===== src/rtl/meteo_display_sequencer_if.sv =====
// Signal bundle between the sensor side (master) and meteo_display_sequencer (slave).
interface meteo_display_sequencer_if #(
    parameter int NCH  = 3,
    parameter int DW   = 32,
    parameter int NDIG = 8,
    parameter int CW   = 2
);
    logic [NCH*DW-1:0] Data_i;
    logic [NCH-1:0]    Valid_i;
    logic              Tick_i;
    logic              Mode_i;
    logic [CW-1:0]     Sel_i;
    logic [4*NDIG-1:0] Bcd_o;
    logic [CW-1:0]     Chan_o;
    logic              BcdValid_o;
    logic              Busy_o;
    logic              Ovf_o;
    logic              Neg_o;

    modport master (
        output Data_i, Valid_i, Tick_i, Mode_i, Sel_i,
        input  Bcd_o, Chan_o, BcdValid_o, Busy_o, Ovf_o, Neg_o
    );

    modport slave (
        input  Data_i, Valid_i, Tick_i, Mode_i, Sel_i,
        output Bcd_o, Chan_o, BcdValid_o, Busy_o, Ovf_o, Neg_o
    );
endinterface


===== src/rtl/meteo_display_sequencer.sv =====
// Multi-channel hold + manual/auto channel select + sequential double-dabble BCD converter.
// Optional two's-complement channel values: define METEO_DISP_SIGNED_EN.
module meteo_display_sequencer #(
    parameter int NCH          = 3,
    parameter int DW           = 32,
    parameter int NDIG         = 8,
    parameter int CW           = 2,
    parameter int SCROLL_TICKS = 4
) (
    input  logic                    Clk_i,
    input  logic                    Rst_i,
    meteo_display_sequencer_if.slave bus
);
    localparam int SW = $clog2(SCROLL_TICKS + 1);
    localparam int KW = $clog2(DW + 1);
    localparam int BW = 4 * NDIG;

    typedef enum logic [1:0] {S_IDLE, S_LOAD, S_SHIFT, S_DONE} state_t;

    state_t        r_state;
    logic [DW-1:0] r_hold [NCH];
    logic [CW-1:0] r_cur_ch;
    logic [CW-1:0] r_conv_ch;
    logic [SW-1:0] r_scroll;
    logic          r_mode_q;
    logic          r_dirty;
    logic [DW-1:0] r_src;
    logic [BW-1:0] r_bcd;
    logic [KW-1:0] r_cnt;
    logic          r_ovf;
    logic          r_neg;

    logic [BW-1:0] r_bcd_o;
    logic [CW-1:0] r_chan_o;
    logic          r_bcd_valid;
    logic          r_busy;
    logic          r_ovf_o;
    logic          r_neg_o;

    logic [CW-1:0] w_next_ch;
    logic [SW-1:0] w_next_scroll;
    logic          w_dirty_set;
    logic [BW-1:0] w_adj;
    logic [DW-1:0] w_sel_val;
    logic [DW-1:0] w_mag;
    logic          w_neg_in;

    // NOTE: every always_comb output gets a default first, so no path can infer a latch.
    always_comb begin
        w_next_ch     = r_cur_ch;
        w_next_scroll = r_scroll;
        if (bus.Mode_i != r_mode_q) begin
            w_next_scroll = '0;
        end else if (bus.Mode_i && bus.Tick_i) begin
            if (r_scroll == SW'(SCROLL_TICKS - 1)) begin
                w_next_scroll = '0;
                w_next_ch     = (r_cur_ch == CW'(NCH - 1)) ? '0 : r_cur_ch + CW'(1);
            end else begin
                w_next_scroll = r_scroll + SW'(1);
            end
        end
        if (!bus.Mode_i) begin
            w_next_ch = (int'(bus.Sel_i) >= NCH) ? CW'(NCH - 1) : bus.Sel_i;
        end
    end

    assign w_dirty_set = (w_next_ch != r_cur_ch) || bus.Valid_i[r_cur_ch];
    assign w_sel_val   = r_hold[r_cur_ch];

`ifdef METEO_DISP_SIGNED_EN
    // -x of the most negative value wraps to itself, which as unsigned is exactly 2^(DW-1).
    assign w_neg_in = w_sel_val[DW-1];
    assign w_mag    = w_neg_in ? (~w_sel_val + DW'(1)) : w_sel_val;
`else
    assign w_neg_in = 1'b0;
    assign w_mag    = w_sel_val;
`endif

    // NOTE: blocking '=' is correct here: w_adj is combinational, re-evaluated digit by digit.
    always_comb begin
        w_adj = r_bcd;
        for (int d = 0; d < NDIG; d++) begin
            if (r_bcd[4*d +: 4] >= 4'd5) begin
                w_adj[4*d +: 4] = r_bcd[4*d +: 4] + 4'd3;
            end
        end
    end

    always_ff @(posedge Clk_i) begin
        if (Rst_i) begin
            r_state     <= S_IDLE;
            // NOTE: the hold array is reset on purpose: channel 0 must read as 0 after reset.
            for (int k = 0; k < NCH; k++) r_hold[k] <= '0;
            r_cur_ch    <= '0;
            r_conv_ch   <= '0;
            r_scroll    <= '0;
            r_mode_q    <= 1'b0;
            r_dirty     <= 1'b1;
            r_src       <= '0;
            r_bcd       <= '0;
            r_cnt       <= '0;
            r_ovf       <= 1'b0;
            r_neg       <= 1'b0;
            r_bcd_o     <= '0;
            r_chan_o    <= '0;
            r_bcd_valid <= 1'b0;
            r_busy      <= 1'b0;
            r_ovf_o     <= 1'b0;
            r_neg_o     <= 1'b0;
        end else begin
            for (int k = 0; k < NCH; k++) begin
                if (bus.Valid_i[k]) r_hold[k] <= bus.Data_i[k*DW +: DW];
            end
            r_cur_ch    <= w_next_ch;
            r_scroll    <= w_next_scroll;
            r_mode_q    <= bus.Mode_i;
            // A new event arriving in LOAD wins over the clear, forcing a re-conversion.
            r_dirty     <= (r_dirty && (r_state != S_LOAD)) || w_dirty_set;
            r_bcd_valid <= 1'b0;

            case (r_state)
                S_IDLE: begin
                    if (r_dirty) begin
                        r_state <= S_LOAD;
                        r_busy  <= 1'b1;
                    end
                end
                S_LOAD: begin
                    r_src     <= w_mag;
                    r_neg     <= w_neg_in;
                    r_conv_ch <= r_cur_ch;
                    r_bcd     <= '0;
                    r_ovf     <= 1'b0;
                    r_cnt     <= '0;
                    r_state   <= S_SHIFT;
                end
                S_SHIFT: begin
                    {r_bcd, r_src} <= {w_adj[BW-2:0], r_src, 1'b0};
                    r_ovf          <= r_ovf | w_adj[BW-1];
                    r_cnt          <= r_cnt + KW'(1);
                    if (r_cnt == KW'(DW - 1)) r_state <= S_DONE;
                end
                S_DONE: begin
                    r_bcd_o     <= r_ovf ? {NDIG{4'h9}} : r_bcd;
                    r_chan_o    <= r_conv_ch;
                    r_ovf_o     <= r_ovf;
                    r_neg_o     <= r_neg;
                    r_bcd_valid <= 1'b1;
                    r_busy      <= 1'b0;
                    r_state     <= S_IDLE;
                end
                default: r_state <= S_IDLE;
            endcase
        end
    end

    assign bus.Bcd_o      = r_bcd_o;
    assign bus.Chan_o     = r_chan_o;
    assign bus.BcdValid_o = r_bcd_valid;
    assign bus.Busy_o     = r_busy;
    assign bus.Ovf_o      = r_ovf_o;
    assign bus.Neg_o      = r_neg_o;
endmodule


===== src/flat_wrapper.sv =====
// flat-port wrapper written by rule: the top's interface ports become plain ports
module meteo_display_sequencer_flat 
#(
    parameter int NCH          = 3,
    parameter int DW           = 32,
    parameter int NDIG         = 8,
    parameter int CW           = 2,
    parameter int SCROLL_TICKS = 4
)
  (Clk_i, Rst_i, bus_Data_i, bus_Valid_i, bus_Tick_i, bus_Mode_i, bus_Sel_i, bus_Bcd_o, bus_Chan_o, bus_BcdValid_o, bus_Busy_o, bus_Ovf_o, bus_Neg_o);
  meteo_display_sequencer_if #(.NCH(NCH), .DW(DW), .NDIG(NDIG), .CW(CW)) bus_i ();
  input  logic Clk_i;
  input  logic Rst_i;
  input wire logic [$bits(bus_i.Data_i)-1:0] bus_Data_i;
  input wire logic [$bits(bus_i.Valid_i)-1:0] bus_Valid_i;
  input wire logic [$bits(bus_i.Tick_i)-1:0] bus_Tick_i;
  input wire logic [$bits(bus_i.Mode_i)-1:0] bus_Mode_i;
  input wire logic [$bits(bus_i.Sel_i)-1:0] bus_Sel_i;
  output wire logic [$bits(bus_i.Bcd_o)-1:0] bus_Bcd_o;
  output wire logic [$bits(bus_i.Chan_o)-1:0] bus_Chan_o;
  output wire logic [$bits(bus_i.BcdValid_o)-1:0] bus_BcdValid_o;
  output wire logic [$bits(bus_i.Busy_o)-1:0] bus_Busy_o;
  output wire logic [$bits(bus_i.Ovf_o)-1:0] bus_Ovf_o;
  output wire logic [$bits(bus_i.Neg_o)-1:0] bus_Neg_o;
  assign bus_i.Data_i = bus_Data_i;
  assign bus_i.Valid_i = bus_Valid_i;
  assign bus_i.Tick_i = bus_Tick_i;
  assign bus_i.Mode_i = bus_Mode_i;
  assign bus_i.Sel_i = bus_Sel_i;
  assign bus_Bcd_o = bus_i.Bcd_o;
  assign bus_Chan_o = bus_i.Chan_o;
  assign bus_BcdValid_o = bus_i.BcdValid_o;
  assign bus_Busy_o = bus_i.Busy_o;
  assign bus_Ovf_o = bus_i.Ovf_o;
  assign bus_Neg_o = bus_i.Neg_o;
  meteo_display_sequencer #(.NCH(NCH), .DW(DW), .NDIG(NDIG), .CW(CW), .SCROLL_TICKS(SCROLL_TICKS)) u_core (.Clk_i(Clk_i), .Rst_i(Rst_i), .bus(bus_i));
endmodule

===== config.mk =====
export PLATFORM = sky130hd
export DESIGN_NAME = meteo_display_sequencer_flat
export DESIGN_NICKNAME = d
export VERILOG_FILES = /design/src/rtl/meteo_display_sequencer_if.sv /design/src/rtl/meteo_display_sequencer.sv /design/src/flat_wrapper.sv
export SDC_FILE = /design/constraint.sdc
export NUM_CORES = 1
export LEC_CHECK = 0
export CAP_MARGIN = 15
export CORE_MARGIN = 2
export CORE_UTILIZATION = 50
export DETAILED_ROUTE_END_ITERATION = 7
export HOLD_SLACK_MARGIN = 0.15
export PLACE_DENSITY_LB_ADDON = 0.1
export RECOVER_POWER = 100
export REMOVE_ABC_BUFFERS = 1
export SLEW_MARGIN = 20
export SYNTH_ARGS = -nofsm -noshare
export SYNTH_HDL_FRONTEND = slang
export SYNTH_SLANG_ARGS = --single-unit

===== constraint.sdc =====
create_clock -name Clk_i -period 1.9 [get_ports Clk_i]
set_clock_uncertainty 0.15 [all_clocks]
set_input_delay 0.38 -clock Clk_i [delete_from_list [all_inputs] [get_ports Clk_i]]
set_output_delay 0.38 -clock Clk_i [all_outputs]
set_load 0.01 [all_outputs]

==> impl_metrics.py <==
metrics = {
    "worst_setup_path": {
        "cp_cell_sequence": "dlygate4sd3_1 -> clkbuf_4 -> nor2_2 -> buf_12 -> and2_1",
        "required_ns": 2.10,
        "reg2reg_slack_ns": 0.14,
        "critPathLaunchType": "input pin",
        "critical_path.max_stage_delay_ns": 0.53,
        "path_class": "in -> reg",
        "slowest_stage": "dlygate4sd3_1",
        "cp_max_fo": 37,
        "crit_start": "Rst_i",
        "crit_arrival_ns": 2.03,
        "r2r-start": "u_core.r_state[1]",
        "cp-end-kind": "flip-flop",
    },
    "route": {
        "avgRoutedWirePerCell_um": 15.4,
        "antenna_left": 0,
        "drtIter0Drc": 314,
        "vias_per_cell": 5.27,
        "num_vias": 6847,
        "post-route-drc-count": 0,
        "wl_um": 20000,
        "firstDrtPassIters": 4,
    },
    "grt": {
        "grt_pass1_vias": 6702,
        "antenna_found_initial": 2,
        "grt_pass1_wl_um": 33000,
        "grt_max_degree": 76,
        "grt_overflow_total": 0,
        "grt_util_all_layers_pct": 20.0,
    },
    "cts": {
        "clock_latency_ns": 0.50,
        "cts_buffers": 23,
        "cts_tree": "done",
        "cts.sinks": 215,
        "cts_root_buf": "clkbuf_16",
        "cts.htree.levels": 1,
        "clockBufferDepth": 3,
        "clk_pin_slew_ns": 0.06,
    },
    "cells_and_area": {
        "antenna_cells": 0,
        "utilization_pct": 64.8,
        "area_growth_pct": 27.3,
        "drive_above_1_share_pct": 8.91,
        "num-nets-final": 1177,
        "fin_area_um2": 12100,
    },
    "floorplanning": {
        "num_rows": 50,
        "coreArea_um2": 18600,
        "die_x_um": 142,
        "dieArea_um2": 20100,
        "start_util_pct": 50.9,
        "ios": 143,
        "die_y_um": 142,
    },
    "synth": {
        "netlist.area_leader.share_pct": 30.4,
        "synthFlopType": "dfxtp_1",
        "synth_cell_types": 51,
        "synth_area_um2": 9490,
        "yosys-top-cells-area": "edfxtp_1 (30%), dfxtp_1 (25%), and2_1 (6.4%), mux2i_1 (4.9%), nor2_1 (3.5%)",
        "synth_most_common_cell": "dfxtp_1",
        "synth_enable_flop_cells": 96,
        "synth_area_leader_cell": "edfxtp_1",
        "synth.avg_cell_area_um2": 10.5,
        "async_flop_share_pct": 0,
        "synth_top_cells_by_count": "dfxtp_1 (119), and2_1 (97), edfxtp_1 (96)",
        "ys_ff_latch": 215,
        "yosysSeqAreaShare_pct": 55.5,
        "syn_inst": 900,
        "yosysWarnings": 0,
    },
    "sta": {
        "hold_viol": 0,
        "slew_headroom_pct": 65.4,
        "worst_hold_slack_ns": 0.311,
        "fmax_mhz": 548,
        "min_period_ns": 1.83,
        "setup_viol": 0,
        "tightest_slew_ns": 0.519,
        "rsz0062_at_grt": "false",
        "finalWorstSetupSlack_ns": 0.0737,
        "drv_slew": 0,
        "period_share_pct": 96.1,
    },
    "status": {
        "status": "completed",
    },
    "placement": {
        "placed_cell_area_um2": 11400,
        "dp_hpwl_um": 13200,
        "portBuffers": 141,
        "pre_cts_ws_ns": -0.102,
        "place_congestion": 0.766,
    },
    "power_and_ir_drop": {
        "finalPower_w": 0.0131,
        "p_per_area_nw_per_um2": 1080,
        "p_leak_nw": 4.55,
        "vdd_drop_max_mv": 0.644,
    },
    "worst_hold_path": {
        "hold_class": "reg -> reg",
        "hold_start": "u_core.r_scroll[1]",
    },
    "flow_run": {
        "cap_violations": 0,
    },
}
through the flow:
step | cells | TNS [ns]
global route | 1300 | 0
finish | 1300 | 0
global placement | 1256 | -7.37
CTS | 1298 | 0
detailed placement | 1256 | -7.03
floorplan | 835 | -90.33
critical path: cells and delay by family:
| kind | cells | cell delay [ns] |
|---|---|---|
| AND/OR/NAND/NOR | 2 | 0.59 |
| buffers and inverters | 3 | 1.03 |
where the power goes:
group	internal, W	total [W]	switching (W)
combinational	0.00137	0.00308	0.00171
sequential	0.00539	0.00562	0.000225
clock	0.00265	0.00437	0.00172
cell usage in the layout, fill, tap and decap left out, drive strengths merged, types with 32 or more instances in the layout:
master           n
a211oi          32
a21oi           38
and2            97
buf             36
clkbuf          47
clkdlybuf4s50  103
dfxtp          119
edfxtp          96
mux2i           46
nand2           54
nor2            90
o21ai           53
final cells by class:
type                            instances  area [µm²]
Clock buffer                           34         657
Clock inverter                          7        83.8
Fill cell                            1563        6560
Inverter                               23        86.3
Multi-Input combinational cell        597        3800
Sequential cell                       215        5270
Tap cell                              234         293
Timing Repair Buffer                  190        1890
worst paths after layout:
check | depth (start not counted) | endpoint
worst max-delay path | 5 | u_core.r_hold[1][17]
worst min-delay path | 2 | u_core.r_scroll[1]
worst max register to register | 6 | u_core.r_cnt[5]
worst min register to register | 2 | u_core.r_scroll[1]
sequential cells by signal, indices dropped and copies added, names as in the netlist:
name,cells
u_core.bus.BcdValid_o,1
u_core.r_conv_ch,2
u_core.r_state,2
u_core.r_bcd,32
u_core.r_dirty,1
u_core.r_hold,96
u_core.r_src,32
u_core.bus.Busy_o,1
u_core.bus.Ovf_o,1
u_core.bus.Bcd_o,32
u_core.bus.Chan_o,2
u_core.r_cur_ch,2
u_core.r_cnt,6
u_core.r_mode_q,1
u_core.r_ovf,1
u_core.r_scroll,3
kinds of logic after synthesis:
| kind of cell | share of synthesized area (%) |
|---|---|
| simple gates | 15.8 |
| xor+xnor | 1.75 |
| mux | 4.97 |
| buf+inv | 4.55 |
| other cells | 0.0395 |
| fa+ha+maj | 2.90 |
| compound gates | 14.5 |
| flops | 55.5 |
timing repair:
action	CTS	global route
gates cloned	0	1
hold buffers	1	0
gates resized for setup	29	12
endpoints found under the hold margin	11	0
buffers inserted	0	1
pin swaps	0	1
setup endpoints to repair	29	34
metal layers:
layer  track usage (%)  wire (µm)
met5                 0         12
met4              4.05        296
met3              3.37        782
met2              36.1      10100
met1              25.4       8770
Note: power is estimated with default switching activity, not from simulation.
